## config.mk

```make
export PLATFORM = sky130hd
export DESIGN_NAME = tank_move_ctrl
export DESIGN_NICKNAME = d
export VERILOG_FILES = /design/src/rtl/tank_move_ctrl.sv
export SDC_FILE = /design/constraint.sdc
export NUM_CORES = 1
export LEC_CHECK = 0
export CORE_AREA = 2 2 97 99
export CTS_BUF_LIST = sky130_fd_sc_hd__clkbuf_4 sky130_fd_sc_hd__clkbuf_8
export CTS_CLUSTER_SIZE = 25
export DETAILED_ROUTE_END_ITERATION = 10
export DIE_AREA = 0 0 99 101
export GPL_TIMING_DRIVEN = 0
export HOLD_SLACK_MARGIN = 0.06
export PLACE_DENSITY = 0.77
export SLEW_MARGIN = 10
export SYNTH_ARGS = -nofsm -noshare
export SYNTH_HDL_FRONTEND = slang
export SYNTH_SLANG_ARGS = --single-unit
```

## constraint.sdc

```tcl
create_clock -name clk -period 2.15 [get_ports clk]
set_input_delay 0.43 -clock clk [delete_from_list [all_inputs] [get_ports clk]]
set_output_delay 0.43 -clock clk [all_outputs]
set_load 0.1 [all_outputs]
```

## src/rtl/tank_move_ctrl.sv

```systemverilog
// ---------------------------------------------------------------------------
// tank_move_ctrl
//
// Per-frame motion scheduler for the player tank sprite. Once per video frame,
// on the vsync rising edge, the four direction buttons are sampled. The next
// tank position is computed with a speed ramp and clamped to the playfield.
// The result is then published to the tank generator as one atomic update,
// so the drawn sprite never moves mid-frame.
//
// Sequence after a frame start:
//   IDLE -> CALC -> CLAMP -> PUBLISH -> IDLE
// A frame start that arrives outside IDLE is dropped, not queued.
//
// Ports
//   clk          in   1   pixel clock (single clock domain)
//   rst          in   1   asynchronous, active-low reset
//   vsync        in   1   frame sync from the timing generator
//   freeze       in   1   1 = menu/select mode, no motion
//   btn_up       in   1   level-held, synchronous to clk
//   btn_down     in   1   level-held, synchronous to clk
//   btn_left     in   1   level-held, synchronous to clk
//   btn_right    in   1   level-held, synchronous to clk
//   Data_out_X   out  10  published tank X
//   Data_out_Y   out  10  published tank Y
//   moving       out  1   last published update changed the position
//   wall_hit     out  1   one-cycle pulse when the last update was clamped
//   update_done  out  1   one-cycle pulse on publish
// ---------------------------------------------------------------------------
module tank_move_ctrl #(
   parameter int X_MIN        = 0,
   parameter int X_MAX        = 960,
   parameter int Y_MIN        = 0,
   parameter int Y_MAX        = 704,
   parameter int X_INIT       = 100,
   parameter int Y_INIT       = 600,
   parameter int SPEED_MAX    = 4,
   parameter int ACCEL_FRAMES = 8
) (
   input  logic       clk,
   input  logic       rst,
   input  logic       vsync,
   input  logic       freeze,
   input  logic       btn_up,
   input  logic       btn_down,
   input  logic       btn_left,
   input  logic       btn_right,
   output logic [9:0] Data_out_X,
   output logic [9:0] Data_out_Y,
   output logic       moving,
   output logic       wall_hit,
   output logic       update_done
);

   localparam int         AXES        = 2;      // index 0 = X, 1 = Y
   localparam logic [2:0] SPEED_MAX_C = 3'(SPEED_MAX);
   localparam logic [7:0] ACCEL_C     = 8'(ACCEL_FRAMES);

   typedef enum logic [1:0] {
      ST_IDLE    = 2'd0,
      ST_CALC    = 2'd1,
      ST_CLAMP   = 2'd2,
      ST_PUBLISH = 2'd3
   } state_t;

   state_t state_reg, state_next;

   // Frame-start detection
   logic vsync_q_reg;
   logic frame_start;

   // Speed ramp
   logic [2:0] speed_reg;
   logic [7:0] hold_cnt_reg;

   // Per-axis datapath (packed so whole-vector compares stay simple)
   logic [AXES-1:0][9:0]  pos_reg;       // published position
   logic [AXES-1:0][11:0] cand_reg;      // signed candidate from CALC
   logic [AXES-1:0][11:0] cand_next;
   logic [AXES-1:0][9:0]  clamped_reg;   // bounded position from CLAMP
   logic [AXES-1:0][9:0]  clamped_next;
   logic [AXES-1:0]       clamp_hit;
   logic                  clamp_flag_reg;

   // Direction decode: "pos" moves toward larger coordinates.
   // Y grows downward on screen, so down is the positive Y direction.
   logic [AXES-1:0] btn_pos;
   logic [AXES-1:0] btn_neg;
   logic [AXES-1:0] dir_pos;
   logic [AXES-1:0] dir_neg;
   logic            any_motion;

   logic signed [11:0] step_s;

   // Output registers
   logic moving_reg;
   logic wall_hit_reg;
   logic update_done_reg;

   assign frame_start = vsync & ~vsync_q_reg;

   assign btn_pos = {btn_down, btn_right};
   assign btn_neg = {btn_up,   btn_left};

   // The step always uses the speed held before this frame's ramp update.
   assign step_s = $signed({9'd0, speed_reg});

   genvar gi;
   generate
      for (gi = 0; gi < AXES; gi = gi + 1) begin : g_axis
         localparam logic signed [11:0] LO_BOUND = 12'((gi == 0) ? X_MIN : Y_MIN);
         localparam logic signed [11:0] HI_BOUND = 12'((gi == 0) ? X_MAX : Y_MAX);

         logic signed [11:0] base_s;
         logic signed [11:0] cand_s;
         logic               below_lo;
         logic               above_hi;

         // Opposing buttons cancel; freeze suppresses both directions.
         assign dir_pos[gi] = btn_pos[gi] & ~btn_neg[gi] & ~freeze;
         assign dir_neg[gi] = btn_neg[gi] & ~btn_pos[gi] & ~freeze;

         // Candidate is kept signed 12-bit so a step past 0 goes negative
         // instead of wrapping to a large unsigned value.
         assign base_s        = $signed({2'b00, pos_reg[gi]});
         assign cand_next[gi] = dir_pos[gi] ? (base_s + step_s) :
                                dir_neg[gi] ? (base_s - step_s) : base_s;

         assign cand_s   = $signed(cand_reg[gi]);
         assign below_lo = (cand_s < LO_BOUND);
         assign above_hi = (cand_s > HI_BOUND);

         assign clamped_next[gi] = below_lo ? LO_BOUND[9:0] :
                                   above_hi ? HI_BOUND[9:0] : cand_s[9:0];
         assign clamp_hit[gi]    = below_lo | above_hi;
      end
   endgenerate

   assign any_motion = |{dir_pos, dir_neg};

   // -----------------------------------------------------------------------
   // State register
   // -----------------------------------------------------------------------
   always_ff @(posedge clk or negedge rst) begin
      if (!rst) begin
         state_reg <= ST_IDLE;
      end else begin
         state_reg <= state_next;
      end
   end

   // -----------------------------------------------------------------------
   // Next-state logic
   // -----------------------------------------------------------------------
   always_comb begin
      state_next = state_reg;
      case (state_reg)
         ST_IDLE:    if (frame_start) state_next = ST_CALC;
         ST_CALC:    state_next = ST_CLAMP;
         ST_CLAMP:   state_next = ST_PUBLISH;
         ST_PUBLISH: state_next = ST_IDLE;
         default:    state_next = ST_IDLE;
      endcase
   end

   // -----------------------------------------------------------------------
   // Datapath and outputs
   // -----------------------------------------------------------------------
   always_ff @(posedge clk or negedge rst) begin
      if (!rst) begin
         vsync_q_reg     <= 1'b0;
         speed_reg       <= 3'd1;
         hold_cnt_reg    <= 8'd0;
         pos_reg[0]      <= 10'(X_INIT);
         pos_reg[1]      <= 10'(Y_INIT);
         cand_reg        <= '0;
         clamped_reg     <= '0;
         clamp_flag_reg  <= 1'b0;
         moving_reg      <= 1'b0;
         wall_hit_reg    <= 1'b0;
         update_done_reg <= 1'b0;
      end else begin
         vsync_q_reg     <= vsync;
         wall_hit_reg    <= 1'b0;
         update_done_reg <= 1'b0;

         case (state_reg)
            ST_CALC: begin
               cand_reg <= cand_next;
               if (any_motion) begin
                  if (hold_cnt_reg + 8'd1 == ACCEL_C) begin
                     hold_cnt_reg <= 8'd0;
                     if (speed_reg < SPEED_MAX_C) begin
                        speed_reg <= speed_reg + 3'd1;
                     end
                  end else begin
                     hold_cnt_reg <= hold_cnt_reg + 8'd1;
                  end
               end else begin
                  // Any idle or frozen frame restarts the ramp.
                  speed_reg    <= 3'd1;
                  hold_cnt_reg <= 8'd0;
               end
            end

            ST_CLAMP: begin
               clamped_reg    <= clamped_next;
               clamp_flag_reg <= |clamp_hit;
            end

            ST_PUBLISH: begin
               pos_reg         <= clamped_reg;
               moving_reg      <= (clamped_reg != pos_reg);
               wall_hit_reg    <= clamp_flag_reg;
               update_done_reg <= 1'b1;
            end

            default: ;
         endcase
      end
   end

   assign Data_out_X  = pos_reg[0];
   assign Data_out_Y  = pos_reg[1];
   assign moving      = moving_reg;
   assign wall_hit    = wall_hit_reg;
   assign update_done = update_done_reg;

endmodule

```

==> results of run 1 <==
## power by group through the flow
stage / Combinational [W] / Sequential [W] / Clock, W
floorplan: 0.00224 / 0.00379 / 0
global placement: 0.00436 / 0.00272 / 0
detailed placement: 0.00445 / 0.00275 / 0
CTS: 0.00444 / 0.00272 / 0.00129
global route: 0.00489 / 0.00283 / 0.00134
finish: 0.00456 / 0.00275 / 0.00129
## worst min path at each step
| stage | startpoint | end | slack (ps) |
|---|---|---|---|
| 2_1_floorplan | rst | Data_out_X[7]$_DFFE_PN0P_ | 130 |
| 3_3_place_gp | g_axis[0].cand_s[4]$_DFFE_PN0P_ | clamped_reg[4]$_DFFE_PN0P_ | 490 |
| 3_5_place_dp | rst | g_axis[0].cand_s[1]$_DFFE_PN0P_ | 340 |
| 4_1_cts | rst | g_axis[0].cand_s[1]$_DFFE_PN0P_ | 480 |
| 5_1_grt | rst | g_axis[0].cand_s[1]$_DFFE_PN0P_ | 500 |
| 6_report | rst | g_axis[0].cand_s[1]$_DFFE_PN0P_ | 470 |
## worst max-delay path, delay by kind of cell (launching register included)
kind / cells / cell delay, ps
simple gates: 1 / 150
mux: 2 / 480
fa+ha+maj: 2 / 500
xor+xnor: 1 / 100
flops: 1 / 630
buf+inv: 2 / 160
compound gates: 1 / 100
## per-stage QoR
step | power, W | instances
after floorplan | 0.006030 | 491
after global placement | 0.007084 | 631
after detailed placement | 0.007199 | 632
after CTS | 0.008455 | 654
after global routing | 0.009069 | 658
final | 0.008604 | 658
## area by class of cell
cell class / instances / area (sq um)
Sequential cell: 82 / 2097
Multi-Input combinational cell: 346 / 2745
Inverter: 35 / 138.9
Buffer: 28 / 180.2
Clock buffer: 10 / 131.4
Tap cell: 111 / 138.9
Fill cell: 681 / 3060
Timing Repair Buffer: 40 / 395.4
Clock inverter: 6 / 90.09
## repair_timing
item	in CTS	in global routing
hold buffers	1	0
buffers inserted	5	4
gates resized for setup	64	33
setup endpoints to repair	41	24
endpoints found under the hold margin	17	0
pin swaps	3	9
## kinds of logic (layout without fill, tap and decap cells)
kind of cell               Yosys count  in the layout  share of synthesized area
DFF                                 82             82                     0.4227
muxes                               39             39                    0.08925
adders and majority gates           24             24                    0.06771
and+or+nand+nor                    148            148                     0.1613
xor gates and xnor gates            35             35                    0.06284
buffers and inverters               63            119                    0.06206
AOI/OAI and AO/OA                  100            100                     0.1341
## per-layer routing
layer,vias to the layer above,GRT usage,share of wire
met5,-,0,0
met3,20,0.04092,0.048
met1,1929,0.3320,0.44
li1,1828,-,-
met4,0,0.08957,0.016
met2,118,0.4153,0.49
## cells in the final DEF (no fill, tap or decap), types with 7 or more instances in the layout
cell type / Yosys / final
buf_4: 2 / 11
mux2_2: 36 / 35
xor2_1: 15 / 15
nor2_1: 36 / 34
clkbuf_8: 1 / 10
ha_1: 20 / 12
dfrtp_1: 74 / 63
clkdlybuf4s15_2: 0 / 8
o22ai_1: 10 / 8
a21oi_1: 19 / 19
dfstp_2: 8 / 7
o21ai_0: 29 / 25
dlygate4sd2_1: 0 / 10
inv_1: 34 / 30
nand4_1: 9 / 9
xnor2_1: 20 / 20
dfrtp_4: 0 / 7
clkbuf_1: 13 / 12
nand2_1: 52 / 49
==> impl_metrics.toml, run 1 <==
[critical_path]
slowest_delay_ps = 630
crit_chain = "buf_12 -> ha_4 -> inv_2 -> fa_2 -> nor2_4 -> o21ai_4 -> mux2i_1 -> xor2_1 -> mux2_4"
slowest_stage = "dfstp_2"
cp-start-kind = "flip-flop"
rr_startpoint = "speed_reg[0]$_DFFE_PN1P_"
regToRegSetupSlack_ps = -80
r2r-end = "g_axis[0].cand_s[4]$_DFFE_PN0P_"
path_class = "flip-flop to flip-flop"
r2r_cells = 9
cp-startpoint = "speed_reg[0]$_DFFE_PN1P_"
cp-end-kind = "flip-flop"
crit_fanout = 4
crit_required_ps = 2410
crit_end = "g_axis[0].cand_s[4]$_DFFE_PN0P_"
cp_data_arrival_time_ps = 2500

[detailed_routing]
drt.antenna.violating_nets = 0
totalWireLength_microns = 12340
drc = 0
viasPerCell = 5.919
wl_per_cell_microns = 18.75
first_pass_iters = 5
vias = 3895
drtIter0Drc = 316

[grt]
grt_pass1_wl_microns = 19460
grt_pass1_vias = 3843
grt_max_degree = 65
track_usage = 0.2497
overflow = 0
antenna_found_initial = 0

[cells_and_area]
utilization = 0.6591
diodes = 0
area_growth_pct = 21.29
drive_above_1_share = 0.2852
final_area_sq_mm = 0.005917
fin_nets = 574
largest_reg_flops = 24

[timing]
setup_viol = 3
slew_viol_final = 0
fin_ws_ps = -82.06
hold_viol = 0
timing.hold.ws_ps = 469.8
period_share = 1.038
rsz0062_at_grt = "true"
tns_ps = -157.6
worst_pin_slew_ps = 961.5
finClkSkew_ps = 11.18
maxSlewHeadroom = 0.3615
finalCriticalPeriod_ps = 2232
fmax_mhz = 448.0

[clock_tree]
cts_tree = "yes"
clock_path_buffers = 2
clkSlewWorstSetupHoldPaths_ps = 90
clk_latency_ps = 370
cts_sinks = 82
cts_root_buffer = "clkbuf_8"
cts-htree-levels = 3
cts_buffers = 9

[power]
switchingPower_w = 0.004184
switching_share = 0.4862
p_seq_frac = 0.320
p_leak_nw = 2.388
clkPwrFrac = 0.150
combPwrFrac = 0.530
powerDensity_mw_per_mm2 = 1454
ir_worst_vdd_mv = 1.060
internal_power_w = 0.004421

[synth]
synth_edf_count = 0
syn_area_per_cell_sq_um = 9.936
synth_cell_types = 69
yosysTopAreaCellShare = 0.3796
synthesis.instances = 491
async_reset_ff_frac = 1.000
mappedNetlistArea_sq_mm = 0.004878
yosys-top-cells-area = "dfrtp_1 (38%), mux2_2 (8.3%), ha_1 (5.1%), dfstp_2 (4.3%), nand2_1 (4.0%)"
syn_nets = 523
ys_ff_latch = 82
ys_seq_area_frac = 0.4227
yosys-top-cells-count = "dfrtp_1 (74), nand2_1 (52), mux2_2 (36), nor2_1 (36), inv_1 (34)"
yosys.cell_count.top_type = "dfrtp_1"
yosysTopAreaCell = "dfrtp_1"
synth_ff_type = "dfrtp_1"
yosys_warnings = 0

[floorplan]
io_pins = 31
dieWidth_microns = 99
fp.dieArea_sq_mm = 0.009999
die_h_microns = 101
start_util = 0.5434
placementRows = 35
core_area_sq_mm = 0.008977

[placement]
io_buffers = 29
place_ws_ps = -464.9
dp_hpwl_microns = 8365
place.gp.congestion = 0.8643
dpl-instance-area_sq_mm = 0.005421

[run_status]
violations = "setup timing"
status = "complete, but fails checks"

[job]
maxCapViolations = 0

[hold_path]
hold_class = "input pin to async pin"
Note: power is estimated with default switching activity, not from simulation.
==> run 2: changes to the inputs <==
--- a/config.mk
+++ b/config.mk
@@ -5,11 +5,12 @@
 export SDC_FILE = /design/constraint.sdc
 export NUM_CORES = 1
 export LEC_CHECK = 0
-export CORE_AREA = 2 2 97 99
+export CORE_AREA = 2 2 94 96
 export CTS_BUF_LIST = sky130_fd_sc_hd__clkbuf_4 sky130_fd_sc_hd__clkbuf_8
 export CTS_CLUSTER_SIZE = 25
 export DETAILED_ROUTE_END_ITERATION = 10
-export DIE_AREA = 0 0 99 101
+export DIE_AREA = 0 0 96 98
+export DONT_BUFFER_PORTS = 1
 export GPL_TIMING_DRIVEN = 0
 export HOLD_SLACK_MARGIN = 0.06
 export PLACE_DENSITY = 0.77
==> impl_metrics.toml, run 2 (synthesized netlist as in run 1, its figures left out) <==
[run_status]
status = "complete, but fails checks"
violations = "hold timing, setup timing"

[timing]
fin_ws_ps = -100.4
fmax_mhz = 444.4
hold_viol = 82
period_share = 1.047
maxSlewHeadroom = 0.2163
timing.hold.ws_ps = -255.2
worst_pin_slew_ps = 1175
tns_ps = -502.1
setup_viol = 12
finClkSkew_ps = 17.24
rsz0062_at_grt = "true"
slew_viol_final = 0
finalCriticalPeriod_ps = 2250

[critical_path]
slowest_delay_ps = 700
crit_fanout = 6
r2r_cells = 6
crit_required_ps = 2390
crit_chain = "ha_4 -> or3b_4 -> a311oi_2 -> a31oi_2 -> xnor2_1 -> mux2_2"
path_class = "flip-flop to flip-flop"
cp-start-kind = "flip-flop"
slowest_stage = "dfrtp_4"
cp_data_arrival_time_ps = 2490
cp-end-kind = "flip-flop"

[clock_tree]
cts_sinks = 82
cts_buffers = 9
cts_root_buffer = "clkbuf_8"
clkSlewWorstSetupHoldPaths_ps = 90
clk_latency_ps = 370
cts-htree-levels = 3
clock_path_buffers = 2
cts_tree = "yes"

[cells_and_area]
fin_cells = 634
final_common_cell = "dfrtp_1"
diodes = 0
largest_reg_flops = 24
fin_nets = 553
area_growth_pct = 18.34
fillCellCount = 638
most-common-layout-cells = "dfrtp_1 (61), nand2_1 (48), nor2_1 (34)"
drive_above_1_share = 0.3232

[floorplan]
placementRows = 34
start_util = 0.5763
die_h_microns = 98
fp.dieArea_sq_mm = 0.009408
core_area_sq_mm = 0.008466
io_pins = 31
dieWidth_microns = 96

[job]
maxCapViolations = 0

[grt]
antenna_found_initial = 0
overflow = 0
grt_max_degree = 83
track_usage = 0.2771
grt_pass1_wl_microns = 19870
grt_pass1_vias = 3883

[placement]
io_buffers = 0
place.gp.congestion = 0.8641
dp_hpwl_microns = 8079
dpl.cell_count = 599

[power]
p_leak_nw = 2.310
powerDensity_mw_per_mm2 = 1488
p_total_w = 0.008589
ir_worst_vdd_mv = 1.358

[detailed_routing]
viasPerCell = 6.210
drt.antenna.violating_nets = 0
drc = 0
totalWireLength_microns = 12870
drtIter0Drc = 329
vias = 3937
wl_per_cell_microns = 20.30
first_pass_iters = 5

[hold_path]
hold_class = "input pin to async pin"
## run 2: what timing repair did
item | 4_1_cts | 5_1_grt
hold endpoints to repair | 82 | 82
setup endpoints to repair | 20 | 32
buffers inserted | 12 | 7
pin swaps | 23 | 34
gates resized for setup | 62 | 25
## run 2: layout make-up
cell class / instances / area [sq um] / share of cell area
clock inverter: 3 / 40.04 / 0.006935
inverter: 35 / 141.4 / 0.02449
tap: 108 / 135.1 / 0.02341
sequential: 82 / 2110 / 0.3654
buffer: 28 / 191.4 / 0.03316
multi-input combinational: 346 / 2841 / 0.4922
timing repair buffer: 19 / 153.9 / 0.02666
clock buffer: 13 / 160.2 / 0.02774
## run 2: critical path: cells and delay by family, from the launching register on
family | cells | cell delay, ps
AO/OA/AOI/OAI | 2 | 330
XOR/XNOR | 1 | 150
adder cells (fa/ha/maj) | 1 | 280
flip-flops | 1 | 700
multiplexers | 1 | 260
AND/OR/NAND/NOR | 1 | 410
## run 2: path summary, 6_finish.rpt
check,from,endpoint,slack [ps]
max,Data_out_Y[1]$_DFFE_PN0P_,g_axis[1].cand_s[5]$_DFFE_PN0P_,-100
min reg2reg,g_axis[0].cand_s[4]$_DFFE_PN0P_,clamped_reg[4]$_DFFE_PN0P_,510
min in group clk,vsync,vsync_q_reg$_DFF_PN0_,100
max in group asynchronous,rst,Data_out_X[6]$_DFFE_PN1P_,2160
max reg2reg,Data_out_Y[1]$_DFFE_PN0P_,g_axis[1].cand_s[5]$_DFFE_PN0P_,-100
min,rst,speed_reg[1]$_DFFE_PN0P_,-260
## run 2: per-layer routing
layer,vias to the layer above,track usage,routed length (microns),part of all wire
met2,124,0.4274,6137,0.48
met4,0,0.08681,345,0.027
met1,1998,0.3908,5596,0.43
met5,-,0,0,0
met3,36,0.05941,791,0.061
li1,1779,-,-,-
## run 2: power breakdown
part	switching (W)	internal, W	total (W)
Sequential	0.00182	0.00218	0.00401
Combinational	0.00187	0.00154	0.00341
Clock	0.000563	0.000605	0.00117
## run 2: per-stage QoR
| step | setup slack, ps | utilization | instance area, sq um |
|---|---|---|---|
| after floorplan | 0.5254 | - | 4961 |
| after detailed placement | -250.0 | 0.6027 | 5102 |
| after CTS | -79.40 | 0.6635 | 5617 |
| after global placement | -384.2 | 0.6020 | 5096 |
| final | -100.4 | 0.6819 | 5773 |
| after global routing | -159.5 | 0.6819 | 5773 |
